===== src/rtl/ph_fold_sched.sv =====
// Fold scheduler: generates the shared fold index, keeps it aligned to the BX strobe
// with a flywheel plus lock/miss supervision, and gathers per-fold quality codes per BX.
module ph_fold_sched #(
    parameter int FOLD     = 3,
    parameter int QW       = 6,
    parameter int QLAT     = 1,
    parameter int MISS_MAX = 2
) (
    input  logic                 clk,
    input  logic                 rst_n,
    input  logic                 en,
    input  logic                 bx_strobe,
    output logic [2:0]           foldn,
    output logic                 fold_first,
    input  logic [QW-1:0]        qcode_in,
    output logic [FOLD*QW-1:0]   qcode_out,
    output logic [QW-1:0]        qbest,
    output logic [2:0]           qbest_fold,
    output logic                 qvalid,
    output logic                 lock,
    output logic                 sync_err,
    output logic [7:0]           err_cnt
);

    typedef enum logic [1:0] {
        S_IDLE    = 2'd0,
        S_ACQUIRE = 2'd1,
        S_CONFIRM = 2'd2,
        S_LOCKED  = 2'd3
    } state_t;

    localparam logic [2:0] LAST_FOLD = 3'(FOLD - 1);
    localparam logic [7:0] MISS_LIM  = 8'(MISS_MAX);

    state_t            r_state;
    state_t            w_state_nxt;
    logic [2:0]        r_foldn;
    logic [7:0]        r_miss;
    logic              r_sync_err;
    logic [7:0]        r_err_cnt;

    logic [2:0]        r_fold_d [QLAT];
    logic [QLAT-1:0]   r_sv_d;
    logic [QW-1:0]     r_slot   [FOLD];
    logic [FOLD-1:0]   r_wr;
    logic [FOLD*QW-1:0] r_qcode_out;
    logic [QW-1:0]     r_qbest;
    logic [2:0]        r_qbest_fold;
    logic              r_qvalid;

    logic              w_active;
    logic              w_exp;
    logic              w_realign;
    logic              w_sync_err;
    logic              w_lock_loss;
    logic              w_clear;
    logic [2:0]        w_fold_o;
    logic              w_sv_o;
    logic [QW-1:0]     w_slot_m [FOLD];
    logic [FOLD-1:0]   w_wr_m;
    logic              w_emit;
    logic [FOLD*QW-1:0] w_pack;
    logic [QW-1:0]     w_best;
    logic [2:0]        w_best_fold;

    // Supervision events, all qualified by the current (registered) state.
    assign w_active    = (r_state != S_IDLE);
    assign w_exp       = (r_foldn == LAST_FOLD);
    assign w_realign   = en && w_active && bx_strobe && !w_exp;
    assign w_sync_err  = en && bx_strobe && !w_exp &&
                         ((r_state == S_CONFIRM) || (r_state == S_LOCKED));
    assign w_lock_loss = en && (r_state == S_LOCKED) && w_exp && !bx_strobe &&
                         ((r_miss + 8'd1) >= MISS_LIM);
    assign w_clear     = !en || w_realign;

    // State register
    always_ff @(posedge clk or negedge rst_n) begin
        if (!rst_n) begin
            r_state <= S_IDLE;
        end else begin
            // NOTE: sequential state uses non-blocking assignments so every register samples pre-edge values.
            r_state <= w_state_nxt;
        end
    end

    // Next-state logic
    always_comb begin
        // NOTE: default first so no path through the case leaves the target unassigned (no latch).
        w_state_nxt = r_state;
        if (!en) begin
            w_state_nxt = S_IDLE;
        end else begin
            case (r_state)
                S_IDLE:    w_state_nxt = S_ACQUIRE;
                S_ACQUIRE: if (bx_strobe) w_state_nxt = S_CONFIRM;
                S_CONFIRM: begin
                    if (bx_strobe && w_exp)       w_state_nxt = S_LOCKED;
                    else if (!bx_strobe && w_exp) w_state_nxt = S_ACQUIRE;
                end
                S_LOCKED: begin
                    if (bx_strobe && !w_exp) w_state_nxt = S_CONFIRM;
                    else if (w_lock_loss)    w_state_nxt = S_ACQUIRE;
                end
                default:   w_state_nxt = S_IDLE;
            endcase
        end
    end

    // Output logic
    always_comb begin
        lock       = (r_state == S_LOCKED);
        fold_first = w_active && (r_foldn == 3'd0);
    end

    // Flywheel, miss counter and error supervision
    always_ff @(posedge clk or negedge rst_n) begin
        if (!rst_n) begin
            r_foldn    <= 3'd0;
            r_miss     <= 8'd0;
            r_sync_err <= 1'b0;
            r_err_cnt  <= 8'd0;
        end else begin
            if (!en || !w_active || bx_strobe || w_exp) r_foldn <= 3'd0;
            else                                         r_foldn <= r_foldn + 3'd1;

            if (w_state_nxt != S_LOCKED) r_miss <= 8'd0;
            else if (w_exp)              r_miss <= bx_strobe ? 8'd0 : r_miss + 8'd1;

            r_sync_err <= w_sync_err;
            if ((w_sync_err || w_lock_loss) && (r_err_cnt != 8'hFF))
                r_err_cnt <= r_err_cnt + 8'd1;
        end
    end

    // Fold/slot-valid delay line matching the detector latency; a clear kills in-flight slots.
    always_ff @(posedge clk or negedge rst_n) begin
        if (!rst_n) begin
            r_sv_d <= '0;
            for (int i = 0; i < QLAT; i++) r_fold_d[i] <= 3'd0;
        end else begin
            r_sv_d[0]   <= w_active && !w_clear;
            r_fold_d[0] <= r_foldn;
            for (int i = 1; i < QLAT; i++) begin
                r_sv_d[i]   <= r_sv_d[i-1] && !w_clear;
                r_fold_d[i] <= r_fold_d[i-1];
            end
        end
    end

    assign w_fold_o = r_fold_d[QLAT-1];
    assign w_sv_o   = r_sv_d[QLAT-1];

    // Merge this cycle's code so the last fold is emitted without an extra cycle.
    always_comb begin
        w_slot_m = r_slot;
        w_wr_m   = r_wr;
        for (int k = 0; k < FOLD; k++) begin
            if (w_sv_o && (w_fold_o == 3'(k))) begin
                w_slot_m[k] = qcode_in;
                w_wr_m[k]   = 1'b1;
            end
        end
        w_emit = w_sv_o && (w_fold_o == LAST_FOLD) && (&w_wr_m) && !w_clear;
    end

    // Pack slots and pick the best code; strict compare keeps the lowest fold on ties.
    always_comb begin
        w_pack      = '0;
        w_best      = w_slot_m[0];
        w_best_fold = 3'd0;
        for (int k = 0; k < FOLD; k++) begin
            w_pack[k*QW +: QW] = w_slot_m[k];
            if (w_slot_m[k] > w_best) begin
                w_best      = w_slot_m[k];
                w_best_fold = 3'(k);
            end
        end
    end

    // NOTE: slot storage has no reset; the written flags gate every use of its contents.
    always_ff @(posedge clk) begin
        r_slot <= w_slot_m;
    end

    always_ff @(posedge clk or negedge rst_n) begin
        if (!rst_n) begin
            r_wr         <= '0;
            r_qcode_out  <= '0;
            r_qbest      <= '0;
            r_qbest_fold <= 3'd0;
            r_qvalid     <= 1'b0;
        end else begin
            if (w_clear || w_emit) r_wr <= '0;
            else                   r_wr <= w_wr_m;

            r_qvalid <= w_emit;
            if (w_emit) begin
                r_qcode_out  <= w_pack;
                r_qbest      <= w_best;
                r_qbest_fold <= w_best_fold;
            end
        end
    end

    assign foldn      = r_foldn;
    assign sync_err   = r_sync_err;
    assign err_cnt    = r_err_cnt;
    assign qcode_out  = r_qcode_out;
    assign qbest      = r_qbest;
    assign qbest_fold = r_qbest_fold;
    assign qvalid     = r_qvalid;

endmodule


===== config.mk =====
export PLATFORM = sky130hd
export DESIGN_NAME = ph_fold_sched
export DESIGN_NICKNAME = d
export VERILOG_FILES = /design/src/rtl/ph_fold_sched.sv
export SDC_FILE = /design/constraint.sdc
export NUM_CORES = 1
export LEC_CHECK = 0
export BUFFER_PORTS_ARGS = -buffer_cell sky130_fd_sc_hd__buf_2
export CORE_MARGIN = 2
export CORE_UTILIZATION = 30
export CTS_BUF_LIST = sky130_fd_sc_hd__clkbuf_4
export CTS_CLUSTER_DIAMETER = 50
export DETAILED_ROUTE_END_ITERATION = 8
export SLEW_MARGIN = 20
export SYNTH_ARGS = -nofsm -noshare
export SYNTH_HDL_FRONTEND = slang
export SYNTH_SLANG_ARGS = --single-unit

===== constraint.sdc =====
create_clock -name clk -period 4.6 [get_ports clk]
set_clock_uncertainty 0.2 [all_clocks]
set_input_delay 1.15 -clock clk [delete_from_list [all_inputs] [get_ports clk]]
set_output_delay 1.15 -clock clk [all_outputs]
set_load 0.02 [all_outputs]

# Yosys cells after proc, flatten, opt, wreduce, memory -nomap -nowiden
# Cells that the tools add are included.
# totals
ff_bits,75
latch_bits,0
ramBits,0
romBits,0
wordCells,90
n_memories,0
# op_classes
add_sub_neg,3
multipliers,0
div,0
order_cmp,3
eq_ne,8
shift,0
mux,22
n_bitwise,0
reduce_logical,39
# op_table
operator,count
$mux 6,5
$mux 8,3
$logic_and 1x1->1,21
$add 8x1->8 const B,2
$gt 6x6->1,2
$mux 2,6
$mux 3,3
$ge 8x2->1 const B,1
$ne 8x8->1 const B,1
$pmux 2 s4,1
$logic_or 1x1->1,7
$eq 3x2->1 const B,2
$logic_not 3->1,2
$logic_not 1->1,5
$eq 2x2->1 const B,2
$mux 1,4
$reduce_bool 2->1,2
$add 3x1->3 const B,1
$eq 3x1->1 const B,1
$reduce_and 3->1,1
$eq 2x1->1 const B,1
$logic_not 2->1,1
$ne 2x2->1 const B,1

# Depth between registers and ports, before layout
# Gate-level depths: netlist of run 1.
# logic_depth
ltp_word,11
mapped_depth,20

# Worst setup path after synthesis of run 1
# No wires, ideal clock.
# synth_timing
kind,input port to flip-flop
start,in qcode_in[5]
end,reg r_qbest[5] (netlist: qbest[5])
setup_ns,0.084
arrival_ns,4.249
t_required_ns,4.316
path_slack_ns,0.068
stages,16
path_buffers,2
path_cell_list,mux2i_1 -> inv_1 -> ha_1 -> and3_1 -> a221oi_4 -> o211ai_2 -> buf_6 -> nand2_1 -> mux2i_1 -> ha_1 -> a21o_1 -> a21oi_1 -> a21oi_1 -> clkbuf_1 -> or3_1 -> a41oi_2
# synth_via
elab_chain_len,5
elab_cells_between_ends,7
# synth_rtl
element,line,text
"start, declared",15,"input logic [QW-1:0] qcode_in,"
$mux 6 *,158,if (w_sv_o && (w_fold_o == 3'(k))) begin
net w_pack[11],62,logic [FOLD*QW-1:0] w_pack;
$gt 6x6->1,173,if (w_slot_m[k] > w_best) begin
$mux 6 *,173,
$gt 6x6->1,173,
$mux 6 *,173,
"end signal, assigned",199,r_qbest <= w_best;
"end, declared",47,logic [QW-1:0] r_qbest;
# The timed path passes the listed nets; every way through them passes the cells marked *.
# A chain may end at the register's enable or synchronous reset.

# Worst setup path in the final report of run 1
# layout_timing
start,reg r_fold_d[2] in the netlist's numbering
end,reg r_qbest[2] (netlist: qbest[2])
# layout_via
elab_chain_len,7
elab_cells_between_ends,19
# layout_rtl
element,line,text
"start, declared",42,logic [2:0] r_fold_d [QLAT];
"start signal, assigned by index",145,r_fold_d[i] <= r_fold_d[i-1];
$eq 3x1->1 *,158,
$logic_and 1x1->1 *,158,
$mux 6 *,158,
net w_pack[11],62,
$gt 6x6->1,173,
$mux 6 *,173,
$gt 6x6->1,173,
$mux 6 *,173,
# Marked as above.

==> results of run 1 <==
## logic make-up after synthesis
group | after synthesis
XOR/XNOR | 8
flip-flops | 73
multiplexers | 27
adder cells (fa/ha/maj) | 17
AO/OA/AOI/OAI | 66
other | 1
buffers and inverters | 35
AND/OR/NAND/NOR | 107
## critical path, stage by stage (launching register included)
cell and delay [ps]:
dfrtp_1 440, and4bb_4 460, mux2i_1 250, inv_1 80, ha_1 340, and3_1 210
a221oi_4 300, o211ai_2 140, nand2_2 170, mux2i_1 220, ha_1 260, a21o_1 180
a21oi_1 140, a21oi_1 120, buf_12 170, or3_1 300, a41oi_1 230
## sequential cells by signal (all words and copies together) (netlist names), 3 cells and up
name / flops
r_fold_d: 3
qbest: 6
foldn: 3
qcode_out: 18
r_slot: 18
r_miss: 8
err_cnt: 8
## stage by stage
stage | cell area, um^2 | cells
2_1_floorplan | 3480 | 334
6_report | 4180 | 550
4_1_cts | 4170 | 550
3_3_place_gp | 4020 | 535
3_5_place_dp | 4020 | 535
5_1_grt | 4180 | 550
## power groups by stage
stage          combinational (mW)  sequential [mW]  clock (mW)
2_1_floorplan               0.326            0.751           0
3_3_place_gp                0.512            0.739           0
3_5_place_dp                0.527            0.741           0
4_1_cts                     0.529            0.729       0.463
5_1_grt                     0.588            0.736       0.491
6_report                    0.530            0.728       0.446
## cell type report
| type | instances | area [um^2] | area share |
|---|---|---|---|
| Sequential cell | 73 | 1740 | 0.416 |
| Clock buffer | 11 | 82.6 | 0.0198 |
| Inverter | 22 | 82.6 | 0.0198 |
| Timing Repair Buffer | 71 | 420 | 0.101 |
| Multi-Input combinational cell | 226 | 1610 | 0.384 |
| Clock inverter | 4 | 68.8 | 0.0165 |
| Tap cell | 143 | 179 | 0.0429 |
## per-layer routing
layer	track usage	up-vias	wire length, um
li1	-	1316	-
met1	0.182	1324	3860
met2	0.188	51	3400
met3	0.0441	7	362
met4	0.0494	0	117
met5	0	-	0
## worst max-delay path by stage
stage / start / endpoint / slack, ps / cells after the start
3_3_place_gp: qcode_in[5] / qbest[4] / 90 / 16
2_1_floorplan: qcode_in[5] / qbest[5] / 70 / 16
5_1_grt: r_fold_d[2] / qbest[2] / 40 / 16
3_5_place_dp: qcode_in[5] / qbest[4] / -30 / 16
6_report: r_fold_d[2] / qbest[2] / 310 / 16
4_1_cts: r_fold_d[2] / qbest[2] / 200 / 16
## timing repair
item                       4_1_cts  5_1_grt
setup endpoints to repair        0        5
buffers inserted                 0        0
hold buffers                     0        0
gates resized for setup          0        2
## layout by cell type, fill, tap and decap left out, types with 2 or more instances in the layout
cell       netlist  routed
a21o_1           2       2
a21oi_1         12      12
a31oi_1          3       3
a41oi_1          4       4
and2_1          10      10
and3_1           6       6
buf_2            1      50
buf_4            2      20
bufinv_16        0       2
clkbuf_4         0      11
dfrtp_1         55      55
dfxtp_1         18      18
ha_1            17      17
inv_1           22      22
mux2_2           7       7
mux2i_1         20      20
nand2_1         37      36
nand2b_1         2       2
nand3_1          9       9
nand3b_1         2       2
nor2_1          16      16
nor2b_1          4       4
nor3_1           4       4
nor4_1           4       4
o2111ai_1        6       6
o211ai_1         3       3
o21a_1           3       3
o21ai_0         20      20
o31ai_1          2       2
or2_2            2       2
or3_1            5       5
xnor2_1          7       7
==> flow_summary.ini, run 1 <==
[yosys]
syn-num-nets = 361
syn_inst = 334
synthFlopType = dfrtp_1
synth_mux_area_frac = 0.0802
synth.most_common_cell = dfrtp_1
synth_seq_cells = 73
async_flop_share = 0.753
synth_top_family_by_area = simple AND/OR/NAND/NOR gates
synth-adder-area-share = 0.0612
synth_compound_area_frac = 0.134
yosys-top-cells-area = dfrtp_1 40%, dfxtp_1 10%, ha_1 6.1%
synth_simple_gate_area_frac = 0.159
synth_top_cell_by_area = dfrtp_1
synth.cell_area_um2 = 3480
postSynthAreaPerCell_um2 = 10.4
synth_edf_count = 0
ys_seq_area_frac = 0.499
synth_cell_type_count = 52
yosys.area.top_type_share = 0.396
synth-xor-area-share = 0.0223
synth.top_cells.by_count = 55 x dfrtp_1, 37 x nand2_1, 22 x inv_1
yosys_warnings = 0

[routing]
drt_iter0_drc = 156
drc = 0
wl_um = 7740
num_vias = 2698
vias_per_cell = 4.91
ant_nets = 0
first_pass_iters = 5
wire_per_inst_um = 14.1

[min_path]
holdPathStages = 2
hold_path_end = qcode_out[0]
min_from = qcode_out[0]
hold_path.class = flop to flop

[clocking]
cts_tree = yes
clock_latency_ps = 430
path_clk_slew_ps = 120
h-tree-depth = 3
cts.sinks = 73
root_buffer = clkbuf_4
cts_buffers = 9
clockBufferDepth = 2

[grt]
grt_start_max_net_pins = 40
grt_pass1_vias = 2595
antenna_found_initial = 0
grt_usage = 0.131
grt_pass1_wl_um = 13000
grt_overflow = 0

[worst_setup_path]
worstPathRequired_ps = 4740
critPathLaunchType = flop
crit_fanout = 22
reg2reg_slack_ps = 310
r2r_end = qbest[2]
end_kind = flop
crit_type = flop to flop
r2r_start = r_fold_d[2]
reg2regPathDepth = 16
worstPathArrival_ps = 4440

[timing]
fmax_ghz = 0.233
hold_violations = 0
setup_ws_ps = 306
post-route-period-util = 0.934
tightest_slew_ps = 799
tns_ps = 0
finalSetupViolCount = 0
rsz0062_at_grt = false
hold_ws_ps = 284
finalCriticalPeriod_ps = 4290
drv_slew = 0
slew_headroom = 0.464

[placed_design]
pre_cts_ws_ps = -28.2
gp_congestion = 0.774
dp_hpwl_um = 5800
io_buffers = 50

[power_and_ir_drop]
internal-power_mw = 1.15
switching_share = 0.328
powerDensity_nw_per_um2 = 408
p_leak_nw = 2.08
p_clk_frac = 0.262
total_power_mw = 1.70
switching_power_mw = 0.559
ir_drop_v = 0.000137
power_frac_seq = 0.427
comb_power_share = 0.311

[die]
io_pins = 52
fp.dieH_um = 112
start_util = 0.306
die_area_um2 = 12500
die_w_um = 112
num_rows = 39
design.core.area_um2 = 11400

[flow_run]
maxCapViolCount = 0

[finish]
post-route-util = 0.367
drive_above_1_share = 0.253
fillers = 1151
nets = 430
diodes = 0
syn_to_final_growth_pct = 20.1

[status]
status = finished clean
No activity file was read; power rests on OpenSTA's default activity.
==> run 2: changes to the inputs <==
- CELL_PAD_IN_SITES_DETAIL_PLACEMENT: unset -> 1
- CELL_PAD_IN_SITES_GLOBAL_PLACEMENT: unset -> 2
- PLACE_DENSITY_LB_ADDON: unset -> 0.1
- SKIP_CTS_REPAIR_TIMING: unset -> 1
==> run 2 against run 1 <==
  * Routed wire length is 17% higher
  * Design area is 0.99% higher
  * Critical path depth stayed put
  * Critical path type unchanged
  * Critical endpoint is now qbest[4]
==> flow_summary.ini, run 2 (synthesis results as in run 1) <==
[finish]
fillers = 1314
diodes = 0
nets = 434
drive_above_1_share = 0.265
mostFrequentLayoutCell = dfrtp_1
mostFrequentLayoutCells = 55 x dfrtp_1, 50 x buf_2, 36 x nand2_1, 24 x buf_4, 22 x inv_1
syn_to_final_growth_pct = 21.3
fin_cells = 555

[worst_setup_path]
worstPathArrival_ps = 4470
r2r_end = qbest[4]
crit_fanout = 22
worstPathRequired_ps = 4740
end_kind = flop
critPathLaunchType = flop
reg2regPathDepth = 16
reg2reg_slack_ps = 270
cp_slowest_cell = and4bb_4
r2r_start = r_fold_d[2]
worstPathCellList = and4bb_4, mux2i_1, inv_1, ha_1, and3_1, a221oi_4, o211ai_2, nand2_2, mux2i_1, ha_1, a21o_1, a21oi_1, a21oi_1, buf_12, or3_1, a41oi_1
crit_type = flop to flop
max_stage_delay_ps = 460

[power_and_ir_drop]
p_leak_nw = 2.11
total_power_mw = 1.76
ir_drop_v = 0.000142
powerDensity_nw_per_um2 = 417

[routing]
first_pass_iters = 4
wire_per_inst_um = 16.3
vias_per_cell = 4.79
drc = 0
drt_iter0_drc = 96
wl_um = 9030
num_vias = 2656
ant_nets = 0

[timing]
post-route-period-util = 0.941
finalSetupViolCount = 0
slew_headroom = 0.424
rsz0062_at_grt = false
setup_ws_ps = 271
tightest_slew_ps = 865
drv_slew = 0
hold_ws_ps = 288
fmax_ghz = 0.231
finalCriticalPeriod_ps = 4330
hold_violations = 0

[placed_design]
dpl.cell_count = 539
dp_hpwl_um = 6630
gp_congestion = 0.764
pre_cts_ws_ps = -54.7
io_buffers = 50

[clocking]
cts_tree = yes
path_clk_slew_ps = 100
root_buffer = clkbuf_4
clockBufferDepth = 2
cts.sinks = 73
h-tree-depth = 3
clock_latency_ps = 450
cts_buffers = 9

[grt]
grt_pass1_wl_um = 14900
grt_usage = 0.155
grt_start_max_net_pins = 40
grt_pass1_vias = 2806
grt_overflow = 0
antenna_found_initial = 0

[die]
die_w_um = 112
die_area_um2 = 12500
num_rows = 39
io_pins = 52
start_util = 0.306
fp.dieH_um = 112
design.core.area_um2 = 11400

[min_path]
hold_path.class = flop to flop
hold_path_end = r_fold_d[0]
holdPathStages = 0
min_from = foldn[0]

[flow_run]
maxCapViolCount = 0

[status]
status = finished clean
==> run 2: cell count changes in the layout (fill, tap and decap cells not counted), sizes merged <==
cell and delta:
clkinv -1, buf +4, clkbuf +2
==> run 2: final cells by class <==
type	count	area, um^2	area share
Timing Repair Buffer	75	450	0.107
Tap cell	143	179	0.0424
Clock inverter	3	65.1	0.0154
Inverter	22	82.6	0.0196
Sequential cell	73	1740	0.412
Multi-Input combinational cell	226	1610	0.381
Clock buffer	13	97.6	0.0231
==> run 2: worst max path at each step <==
stage,start,endpoint,cells past startpoint
floorplan,qcode_in[5],qbest[5],16
global route,r_fold_d[2],qbest[2],16
detailed placement,qcode_in[5],qbest[4],16
finish,r_fold_d[2],qbest[4],16
CTS,r_fold_d[1],qbest[4],16
global placement,qcode_in[5],qbest[4],16
==> run 2: layer usage <==
layer	vias up	track usage	routed length (um)
li1	1324	-	-
met1	1279	0.230	4940
met2	42	0.211	3590
met3	11	0.0370	329
met4	0	0.0716	170
met5	-	0	0
==> run 2: power breakdown <==
part / switching [mW] / internal, mW / leakage [nW]
combinational: 0.315 / 0.236 / 1.11
sequential: 0.0356 / 0.694 / 0.905
clock: 0.231 / 0.245 / 0.0920
==> run 2: worst max-delay path, delay by kind of cell (launching register included) <==
kind                       cells  cell delay [ps]
and+or+nand+nor                4             1120
AOI/OAI and AO/OA              6             1110
adders and majority gates      2              610
muxes                          2              490
DFF                            1              430
buffers and inverters          2              260
==> run 2: through the flow <==
step	TNS [ps]	instance area, um^2	utilization
6_report	0	4220	0.371
5_1_grt	0	4220	0.371
4_1_cts	0	4210	0.370
3_5_place_dp	-138	4050	0.356
3_3_place_gp	0	4050	0.356
2_1_floorplan	0	3480	-
